===== src/rtl/game_pkg.sv =====
// Shared game-logic types and constants for the bird game.
// Holds the FSM state enum, screen geometry, coordinate type and a BCD helper.
package game_pkg;

    localparam int NUM_BARS = 8;
    localparam int SCREEN_W = 640;
    localparam int SCREEN_H = 480;

    typedef logic [9:0] coord_t;

    typedef enum logic [1:0] {
        PLAY,
        HIT,
        WIN,
        OVER
    } state_t;

    // Increment a 4-digit BCD value, holding at 9999.
    function automatic logic [15:0] bcd_inc(input logic [15:0] v);
        logic [15:0] r;
        logic        c;
        r = v;
        c = 1'b1;
        if (v != 16'h9999) begin
            for (int d = 0; d < 4; d++) begin
                if (c) begin
                    if (r[4*d +: 4] == 4'd9) begin
                        r[4*d +: 4] = 4'd0;
                    end else begin
                        r[4*d +: 4] = r[4*d +: 4] + 4'd1;
                        c = 1'b0;
                    end
                end
            end
        end
        return r;
    endfunction

endpackage


===== src/rtl/bar_hit_check.sv =====
// Combinational occupancy/collision test for one bar column.
// Ports: bird_x/bird_y (bird top-left), pos/op (opening top and size) -> in_col, collide.
module bar_hit_check
    import game_pkg::*;
#(
    parameter int COL_X  = 80,
    parameter int BAR_W  = 16,
    parameter int BIRD_H = 10
) (
    input  coord_t bird_x,
    input  coord_t bird_y,
    input  coord_t pos,
    input  coord_t op,
    output logic   in_col,
    output logic   collide
);

    localparam logic [10:0] X_LO = 11'(COL_X);
    localparam logic [10:0] X_HI = 11'(COL_X + BAR_W);

    logic [10:0] x;
    logic [10:0] bird_bot;
    logic [10:0] open_bot;

    // 11-bit sums so bottom edges cannot wrap.
    assign x        = {1'b0, bird_x};
    assign bird_bot = {1'b0, bird_y} + 11'(BIRD_H);
    assign open_bot = {1'b0, pos} + {1'b0, op};

    assign in_col  = (x >= X_LO) && (x < X_HI);
    // A zero-size opening marks the column as disabled.
    assign collide = in_col && (op != '0)
                     && ((bird_y < pos) || (bird_bot > open_bot));

endmodule


===== src/rtl/bird_collision_score.sv =====
// Bird/bar collision, score, lives and level manager (registered outputs).
// Ports: clkenv, rst, pause, bird_x/y, bar buses -> level, score, lives, hit,
// freeze, restart, game_over; score_bcd only when SCORE_BCD_EN is defined.
module bird_collision_score
    import game_pkg::*;
#(
    parameter int BAR_X0      = 80,
    parameter int BAR_PITCH   = 64,
    parameter int BAR_W       = 16,
    parameter int BIRD_H      = 10,
    parameter int LEVEL_END_X = 620,
    parameter int HIT_HOLD    = 60,
    parameter int LIVES_INIT  = 3,
    parameter int MAX_LEVEL   = 10
) (
    input  logic                    clkenv,
    input  logic                    rst,
    input  logic                    pause,
    input  coord_t                  bird_x,
    input  coord_t                  bird_y,
    input  logic [10*NUM_BARS-1:0]  bar_pos_bus,
    input  logic [10*NUM_BARS-1:0]  bar_op_bus,
    output logic [9:0]              level,
    output logic [15:0]             score,
    output logic [2:0]              lives,
    output logic                    hit,
    output logic                    freeze,
    output logic                    restart,
    output logic                    game_over
`ifdef SCORE_BCD_EN
    ,
    output logic [15:0]             score_bcd
`endif
);

    localparam int CW = (HIT_HOLD > 1) ? $clog2(HIT_HOLD) : 1;

    state_t              state;
    logic [CW-1:0]       hold_cnt;
    logic [NUM_BARS-1:0] prev_in_col;
    logic [NUM_BARS-1:0] in_col;
    logic [NUM_BARS-1:0] collide;
    logic [NUM_BARS-1:0] past;
    logic [NUM_BARS-1:0] enabled;
    logic                any_col;
    logic                any_exit;
    logic                at_end;

    for (genvar i = 0; i < NUM_BARS; i++) begin : g_col
        bar_hit_check #(
            .COL_X  (BAR_X0 + i*BAR_PITCH),
            .BAR_W  (BAR_W),
            .BIRD_H (BIRD_H)
        ) u_chk (
            .bird_x  (bird_x),
            .bird_y  (bird_y),
            .pos     (bar_pos_bus[10*i +: 10]),
            .op      (bar_op_bus[10*i +: 10]),
            .in_col  (in_col[i]),
            .collide (collide[i])
        );
        assign past[i]    = {1'b0, bird_x}
                            >= 11'(BAR_X0 + i*BAR_PITCH + BAR_W);
        assign enabled[i] = bar_op_bus[10*i +: 10] != '0;
    end

    assign any_col  = |collide;
    // Exit only counts when leaving through the right edge of a live column.
    assign any_exit = |(prev_in_col & ~in_col & past & enabled);
    assign at_end   = {1'b0, bird_x} >= 11'(LEVEL_END_X);

    always_ff @(posedge clkenv) begin
        if (rst) begin
            state       <= PLAY;
            hold_cnt    <= '0;
            prev_in_col <= '0;
            level       <= 10'd1;
            score       <= '0;
            lives       <= 3'(LIVES_INIT);
            hit         <= 1'b0;
            freeze      <= 1'b0;
            restart     <= 1'b0;
            game_over   <= 1'b0;
`ifdef SCORE_BCD_EN
            score_bcd   <= '0;
`endif
        end else if (pause) begin
            hit     <= 1'b0;
            restart <= 1'b0;
        end else begin
            hit     <= 1'b0;
            restart <= 1'b0;
            unique case (state)
                PLAY: begin
                    prev_in_col <= in_col;
                    if (any_col) begin
                        hit      <= 1'b1;
                        freeze   <= 1'b1;
                        hold_cnt <= CW'(HIT_HOLD - 1);
                        lives    <= lives - 3'd1;
                        if (lives == 3'd1) begin
                            game_over <= 1'b1;
                            state     <= OVER;
                        end else begin
                            state <= HIT;
                        end
                    end else begin
                        if (any_exit && score != 16'hFFFF)
                            score <= score + 16'd1;
`ifdef SCORE_BCD_EN
                        if (any_exit)
                            score_bcd <= bcd_inc(score_bcd);
`endif
                        if (at_end)
                            state <= WIN;
                    end
                end
                HIT: begin
                    if (hold_cnt == '0) begin
                        freeze      <= 1'b0;
                        restart     <= 1'b1;
                        prev_in_col <= '0;
                        state       <= PLAY;
                    end else begin
                        hold_cnt <= hold_cnt - 1'b1;
                    end
                end
                WIN: begin
                    if (level < 10'(MAX_LEVEL))
                        level <= level + 10'd1;
                    restart     <= 1'b1;
                    prev_in_col <= '0;
                    state       <= PLAY;
                end
                OVER: begin
                    freeze    <= 1'b1;
                    game_over <= 1'b1;
                end
                default: state <= PLAY;
            endcase
        end
    end

endmodule


===== config.mk =====
export PLATFORM = sky130hd
export DESIGN_NAME = bird_collision_score
export DESIGN_NICKNAME = d
export VERILOG_FILES = /design/src/rtl/game_pkg.sv /design/src/rtl/bar_hit_check.sv /design/src/rtl/bird_collision_score.sv
export SDC_FILE = /design/constraint.sdc
export NUM_CORES = 1
export LEC_CHECK = 0
export ABC_AREA = 1
export CORE_MARGIN = 1
export CORE_UTILIZATION = 51
export DETAILED_ROUTE_END_ITERATION = 10
export HOLD_SLACK_MARGIN = 0.02
export PLACE_DENSITY = 0.8
export SLEW_MARGIN = 20
export SYNTH_ARGS = -nofsm -noshare
export SYNTH_HDL_FRONTEND = slang
export SYNTH_SLANG_ARGS = --single-unit

===== constraint.sdc =====
create_clock -name clkenv -period 6.2 [get_ports clkenv]
set_clock_uncertainty 0.15 [all_clocks]
set_input_delay 1.24 -clock clkenv [delete_from_list [all_inputs] [get_ports clkenv]]
set_output_delay 1.24 -clock clkenv [all_outputs]
set_load 0.1 [all_outputs]

======== Yosys cells after proc, flatten, opt, wreduce, memory -nomap -nowiden ========
Cells that the tools add are included.
word-level totals
  bits in registers ....................... 49
  logic and storage cells ................. 160
cells by class
  $add $sub $neg .......................... 13
  magnitude comparators ................... 42
  eq/ne operators ......................... 10
  mux-type cells .......................... 19
  bitwise gates (word level) .............. 7
  reduce and logical (&&, ||, !) cells .... 59
operators by type and width
  kind                                                                number
  adder 10 x 10 -> 11 bit                                             8
  > comparator 11 bit                                                 8
  greater-or-equal comparator 10 x 9 -> 1 bit, second input constant  8
  < comparator 10 bit                                                 8
  nonzero test 10 bit                                                 8
  greater-or-equal comparator 10 x 8 -> 1 bit, second input constant  4
  < comparator 10 x 9 -> 1 bit, second input constant                 4
  greater-or-equal comparator 10 bit, second input constant           3
  logical AND 1 bit                                                   25
  bitwise AND 8 bit                                                   3
  case mux 8 bit (3 select lines)                                     1
  greater-or-equal comparator 10 x 7 -> 1 bit, second input constant  2
  < comparator 10 x 8 -> 1 bit, second input constant                 2
  AND reduction 4 bit                                                 5
  adder 16 x 1 -> 16 bit, second input constant                       1
  != test 16 bit, second input constant                               1
  OR reduction 8 bit                                                  2
  2-to-1 mux 6 bit                                                    2
  case mux 6 bit (2 select lines)                                     1
  adder 10 x 4 -> 11 bit, second input constant                       1
  adder 10 x 1 -> 10 bit, second input constant                       1
  < comparator 10 bit, second input constant                          1
  < comparator 10 x 4 -> 1 bit, second input constant                 1
  < comparator 10 x 7 -> 1 bit, second input constant                 1
  23 further kinds                                                    49

======== Depth between registers and ports, before layout ========
Gate-level depths: netlist (run 1).
  word-level depth ........................ 9
  mapped depth ............................ 29
  mapped depth without buffers ............ 29

======== Cells and area by module ========
From an unflattened synthesis (run 1), not the netlist that was laid out.
second synthesis, totals
  cell total of the unflattened synthesis .. 2060
  area total of the unflattened synthesis .. 12608.3 um2
modules (own cells, without submodules)
  module                               instances  cells an instance  area each (um2)
  bird_collision_score                 1          484                3019.1
  bar_hit_check at g_col[3].u_chk ...  2          199                1214.9
  bar_hit_check at g_col[0].u_chk      1          195                1199.9
  bar_hit_check at g_col[1].u_chk      1          197                1197.4
  bar_hit_check at g_col[4].u_chk      1          197                1194.9
  bar_hit_check at g_col[6].u_chk      1          197                1193.6
  bar_hit_check at g_col[2].u_chk      1          197                1191.1
  bar_hit_check at g_col[5].u_chk      1          195                1182.4

======== Worst setup path before layout (run 1) ========
No wires, ideal clock.
  kind .................................... input-to-reg
  start point ............................. input port bar_pos_bus[0]
  end point ............................... register score[6]
  arrival time ............................ 4.293 ns
  required time ........................... 5.918 ns
  setup slack ............................. 1.624 ns
  stages on the path ...................... 28
  path through ............................ ha_1 fa_1 a21oi_1 o21bai_1 a21oi_1 o21bai_1 a21oi_1 o21ai_0 nand2_1 nand2_1 a21oi_1 ha_1 nand2_1 nor2_1 and2_1 nand2_1 nand3_1 nand2_1 nand2_1 nand2_1 nand2_1 nor2_2 nand2_4 nor2_8 nand2_4 buf_6 nand2_1 a21oi_1
between the ends
  longest elaborated chain between the ends .. 7
RTL lines
  element                                   RTL line                     source
  from (decl)                               bird_collision_score.sv:21   input logic [10*NUM_BARS-1:0] bar_pos_bus,
  adder 10 x 10 -> 11 bit                   bar_hit_check.sv:28          assign open_bot = {1'b0, pos} + {1'b0, op};
  > comparator 11 bit                       bar_hit_check.sv:33          && ((bird_y < pos) || (bird_bot > open_bot));
  logical OR 1 bit (*)                      bar_hit_check.sv:33
  logical AND 1 bit (*)                     bar_hit_check.sv:33
  OR reduction 8 bit (*)                    bird_collision_score.sv:67   assign any_col = |collide;
  inverter 1 bit (no source line) (*)       n/a
  AND reduction 4 bit (no source line) (*)  n/a
  to (signal assigned)                      bird_collision_score.sv:109  score <= score + 16'd1;
  to (decl)                                 bird_collision_score.sv:24   output logic [15:0] score,
Every way passes the cells marked *; elsewhere a longest branch is shown, timed or not.
A chain may end at the register's enable or synchronous reset.

======== Worst setup path in the final report (run 1) ========
  start point ............................. input port bar_pos_bus[0]
  end point ............................... register score[0]
Same word-level chain as after synthesis.

==> results of run 1 <==
state kept, by name (all words and copies together), names as in the netlist:
| register | flops |
|---|---|
| score | 16 |
| level | 10 |
| prev_in_col | 8 |
| hold_cnt | 6 |
| lives | 3 |
| state | 2 |
| freeze | 1 |
| game_over | 1 |
| hit | 1 |
| restart | 1 |
worst max-delay path, cell delays in order:
cell             delay [ns]
clkdlybuf4s50_1        0.45
ha_1                   0.25
fa_1                   0.41
a21oi_1                0.19
o21bai_1               0.11
a21oi_1                0.16
o21bai_1               0.11
a21oi_1                0.15
o21ai_0                0.15
nand2_1                0.10
nand2_1                0.05
a21oi_1                0.16
ha_1                   0.27
nand2_1                0.09
nor2_1                 0.07
and2_1                 0.13
nand2_1                0.05
nand3_1                0.06
nand2_1                0.06
nand2_1                0.05
nand2_1                0.05
nand2_1                0.06
nor2_2                 0.20
nand2_4                0.12
nor2_8                 0.23
nand2_4                0.19
o21ai_0                0.21
nor2_1                 0.05
logic make-up (layout without fill, tap and decap cells):
| kind of cell | count (synthesis) | after routing | synth area share [%] |
|---|---|---|---|
| xor+xnor | 88 | 88 | 7.57 |
| buf+inv | 260 | 483 | 9.81 |
| flops | 49 | 49 | 9.63 |
| fa+ha+maj | 259 | 259 | 32.4 |
| compound gates | 245 | 245 | 13.2 |
| simple gates | 653 | 653 | 27.4 |
| other cells | 0 | 1 | 0 |
cells in the final DEF (no fill, tap or decap), types with 4 or more instances in the layout:
cell	Yosys	layout
nor2_2	4	4
nand2_1	339	339
dfxtp_1	49	49
nand3_1	68	68
o211ai_1	9	9
nand3_2	4	4
nand4_1	33	33
a21oi_1	160	160
clkbuf_16	0	5
and2_1	6	6
inv_1	247	247
nor2_1	155	155
buf_4	1	11
nor3_1	25	25
or2_2	5	5
o21a_1	7	7
clkdlybuf4s50_1	0	213
xnor2_1	32	32
o21bai_1	18	18
fa_1	8	8
xor2_1	56	56
o21ai_0	37	37
a21o_1	9	9
ha_1	251	251
area by class of cell:
type,instances,area [sq um]
multi-input cells,1245,8210
fillers,1754,6700
repair buffers,224,2210
flip-flops and latches,49,981
inverters,251,942
well taps,265,332
clock buffers,6,139
clock inverters,2,13.8
diodes,1,2.50
metal layers:
metal,wire length [um],track usage (%)
met1,13300,36.6
met2,13000,48.6
met3,1990,4.00
met4,1120,11.5
met5,0,0
where the power goes:
part / switching, uW / internal (uW)
combinational: 710 / 504
sequential: 16.6 / 335
clock: 121 / 161
total: 847 / 1000
per-stage QoR:
stage / cell area (sq um) / power, uW
after detailed placement: 12700 / 1550
after global routing: 12800 / 2030
after global placement: 12700 / 1520
after CTS: 12800 / 1850
after floorplan: 10200 / 1190
final: 12800 / 1850
final timing paths:
check / from / endpoint / slack (ns) / cells after the start
worst max-delay path: bar_pos_bus[0] / score[0]$_SDFFE_PP0P_ / 0.82 / 28
worst min register to register: level[9]$_SDFFE_PP0P_ / level[9]$_SDFFE_PP0P_ / 0.30 / 2
worst max register to register: score[0]$_SDFFE_PP0P_ / score[1]$_SDFFE_PP0P_ / 3.78 / 10
worst min-delay path: level[9]$_SDFFE_PP0P_ / level[9]$_SDFFE_PP0P_ / 0.30 / 2
==> summary.md, run 1 <==
| Metric | Value |
|---|---|
| Status | `completed` |
| Area growth, synth to finish | `26.0%` |
| Core Area | `19500 sq um` |
| Leading area contributor after synthesis | `ha_1` |
| Reg clk slew, reported paths | `0.07 ns` |
| Final max-slew violation count | `0` |
| Asr flop ratio synth | `0%` |
| PD cells | `144 nW/um^2` |
| Hold-fix buffers, CTS | `0` |
| Die Span X | `143 um` |
| Clk_lat worst skew | `0.29 ns` |
| Starting DRC count in detailed routing | `559` |
| Final HPWL DP | `24.5 mm` |
| Final worst path period need | `5.38 ns` |
| CTS tree | `done` |
| Rel. slew slack | `32.8%` |
| Setup Buffers After CTS | `0` |
| CTS root buf | `clkbuf_16` |
| Yosys cell types | `42` |
| Crit Path Class | `input port to register` |
| Count leader, synth | `nand2_1` |
| GP Congestion | `0.944` |
| Total of max-cap violations | `0` |
| Warnings, synthesis | `0` |
| Final Core Density | `65.7%` |
| Crit share post-route | `86.7%` |
| Synthesized net count | `1996` |
| Post-synth EDFFs | `0` |
| Worst VDD drop | `0.128 mV` |
| Post-CTS sizing | `0` |
| Layout cells sized above 1 | `2.48%` |
| DIE AREA | `20500 sq um` |
| Path category of the worst min-delay check | `register to register` |
| Pre-antenna DRT Iters | `7` |
| Data required, critical path | `6.24 ns` |
| Top cell type's share of synthesized area | `30.8%` |
| Crit path DAT | `5.42 ns` |
| Initial Util | `52.2%` |
| Synth top cells by count | `nand2_1 (339), ha_1 (251), inv_1 (247)` |
| Measured slew at the worst slew-check pin | `1.01 ns` |
| RSZ-0062 raised after global routing | `false` |
| Drt total wl | `29.4 mm` |
| Crit path max fanout | `17` |
| Die H | `143 um` |
| Dpl ws | `0.539 ns` |
| Port bufs | `213` |
| Clk sinks | `49` |
| Final setup vio count | `0` |
| Max frequency | `186 MHz` |
| Seq cells post-synth | `49` |
| Cells after Synth | `1554` |
| Setup TNS | `0 ns` |
| Number of routed nets with antenna violations | `0` |
| Mapped Area | `10200 sq um` |
| Vias in the first global route | `10100` |
| Antenna violations before repair | `1` |
| Avg Inst Size Synth | `6.56 sq um` |
| Vias | `10800` |
| First-pass GRT wire length | `46.7 mm` |
| Synth Flop Type | `dfxtp_1` |
| Vias/cell | `5.31` |
| Clk buf depth | `2` |
| Worst setup EP type | `register` |
| Post-synthesis sequential area ratio | `9.63%` |
| Placed instance count | `2034` |
| GRT overflow | `0` |
| Type of origin of the critical path | `input port` |
| TritonCTS buffer count | `5` |
| Row cnt | `51` |
| Largest net degree at the start of global routing | `38` |
| Hold WS | `0.301 ns` |
| Leak pwr | `0.00657 uW` |
| Non-Filler Instances | `2043` |
| NumNets Final | `2218` |
| Hold Fails Final Rpt | `0` |
| Tot GR Track Use | `28.7%` |
| Largest cells by area after synthesis | `ha_1 (31%), nand2_1 (12%), dfxtp_1 (9.6%)` |
| Final WS setup | `0.824 ns` |
| H-tree lvl count | `2` |
| Ports | `216` |
| Residual DRC count | `0` |
| Wire per inst | `14.4 um` |
Note: power is estimated with default switching activity, not from simulation.
==> run 2: changes to the inputs <==
Settings changed: CELL_PAD_IN_SITES_DETAIL_PLACEMENT set to 0, CELL_PAD_IN_SITES_GLOBAL_PLACEMENT set to 1, CORE_UTILIZATION 51 to 40, PLACE_DENSITY 0.8 to unset, PLACE_DENSITY_LB_ADDON set to 0.1.
==> summary.md, run 2 (synthesized netlist as in run 1, its figures left out) <==
| Metric | Value |
|---|---|
| Status | `completed` |
| Worst VDD drop | `0.111 mV` |
| Post-CTS sizing | `0` |
| Commonest non-fill, non-tap cell in the layout | `nand2_1` |
| Setup TNS | `0 ns` |
| PD cells | `148 nW/um^2` |
| DIE AREA | `26100 sq um` |
| Residual DRC count | `0` |
| Total Power | `1930 uW` |
| Crit path DAT | `5.47 ns` |
| Non-Filler Instances | `2111` |
| Crit Path Class | `input port to register` |
| Crit-path max cell delay | `0.42 ns` |
| Crit path buf inv count | `1` |
| Hold Fails Final Rpt | `0` |
| Final HPWL DP | `25.6 mm` |
| GP Congestion | `0.890` |
| Setup Buffers After CTS | `0` |
| Rel. slew slack | `34.8%` |
| Final setup vio count | `0` |
| Final worst path period need | `5.43 ns` |
| Placed instance count | `2102` |
| Final max-slew violation count | `0` |
| Initial Util | `40.6%` |
| Dpl ws | `0.475 ns` |
| Largest reg by FF count | `score` |
| RSZ-0062 raised after global routing | `false` |
| Crit path max fanout | `17` |
| Reg clk slew, reported paths | `0.07 ns` |
| Core Area | `25100 sq um` |
| Measured slew at the worst slew-check pin | `0.976 ns` |
| Port bufs | `213` |
| Row cnt | `58` |
| Antenna violations before repair | `1` |
| H-tree lvl count | `2` |
| Clk buf depth | `2` |
| FILL cells | `2629` |
| Leak pwr | `0.00661 uW` |
| Biggest regs | `score (16), level (10), prev_in_col (8)` |
| Area growth, synth to finish | `27.5%` |
| Die Span X | `162 um` |
| Vias in the first global route | `9779` |
| Number of routed nets with antenna violations | `0` |
| GRT overflow | `0` |
| Layout cells sized above 1 | `2.64%` |
| Hold-fix buffers, CTS | `0` |
| Clk_lat worst skew | `0.30 ns` |
| Worst setup EP type | `register` |
| Clk sinks | `49` |
| Drt total wl | `30.3 mm` |
| Max FFs per register | `16` |
| Max frequency | `184 MHz` |
| First-pass GRT wire length | `48.3 mm` |
| Pre-antenna DRT Iters | `6` |
| Crit share post-route | `87.6%` |
| CP delay by family, top | `simple AND/OR/NAND/NOR gates` |
| Total of max-cap violations | `0` |
| Slowest stage cell, crit path | `clkdlybuf4s50_1` |
| CTS root buf | `clkbuf_16` |
| Ports | `216` |
| Most frequent cells in the layout | `nand2_1 (339), ha_1 (251), inv_1 (247)` |
| CTS tree | `done` |
| Tot GR Track Use | `23.2%` |
| Largest net degree at the start of global routing | `38` |
| Top cell by count, worst path | `nand2_1` |
| Vias/cell | `4.90` |
| Data required, critical path | `6.24 ns` |
| Starting DRC count in detailed routing | `506` |
| Type of origin of the critical path | `input port` |
| Vias | `10300` |
| Final WS setup | `0.771 ns` |
| Path category of the worst min-delay check | `register to register` |
| Hold WS | `0.302 ns` |
| NumNets Final | `2221` |
| Wire per inst | `14.3 um` |
| TritonCTS buffer count | `5` |
| Die H | `162 um` |
[run 2: where the power goes]
group	internal [uW]	switching [uW]
combinational	502	708
clock	233	132
sequential	335	16.5
[run 2: worst paths after layout]
check	from	end	slack [ns]	depth (start not counted)
worst max-delay path	bar_pos_bus[0]	score[1]$_SDFFE_PP0P_	0.77	28
worst min-delay path	level[9]$_SDFFE_PP0P_	level[9]$_SDFFE_PP0P_	0.30	2
worst max register to register	score[0]$_SDFFE_PP0P_	score[1]$_SDFFE_PP0P_	3.70	10
worst min register to register	level[9]$_SDFFE_PP0P_	level[9]$_SDFFE_PP0P_	0.30	2
[run 2: layer usage]
layer,GRT usage (%),vias up,wire (um)
li1,-,5566,-
met1,32.5,4553,15300
met2,39.0,195,13500
met3,2.23,24,1130
met4,3.60,0,420
met5,0,-,0
[run 2: stage by stage]
step                      area (sq um)  utilization (%)
after floorplan                  10200                -
after global placement           12800             50.9
after detailed placement         12800             50.9
after CTS                        13000             51.7
after global routing             13000             51.7
final                            13000             51.7
[run 2: layout make-up]
class,instances,area (sq um),share of cell area (%)
diodes,1,2.50,0.0193
inverters,251,942,7.25
repair buffers,227,2250,17.3
clock inverters,3,68.8,0.530
flip-flops and latches,49,981,7.55
multi-input cells,1245,8210,63.2
clock buffers,5,125,0.963
well taps,330,413,3.18
[run 2: worst min-delay path, cell delays in order (launching register included)]
cell and delay [ns]:
dfxtp_1 0.31, inv_1 0.06, nor2_1 0.04
==> run 3: changes to the inputs <==
Settings changed: TNS_END_PERCENT set to 100.
==> results of run 3 <==
Final layout, timing and power as in run 2 (identical DEF).
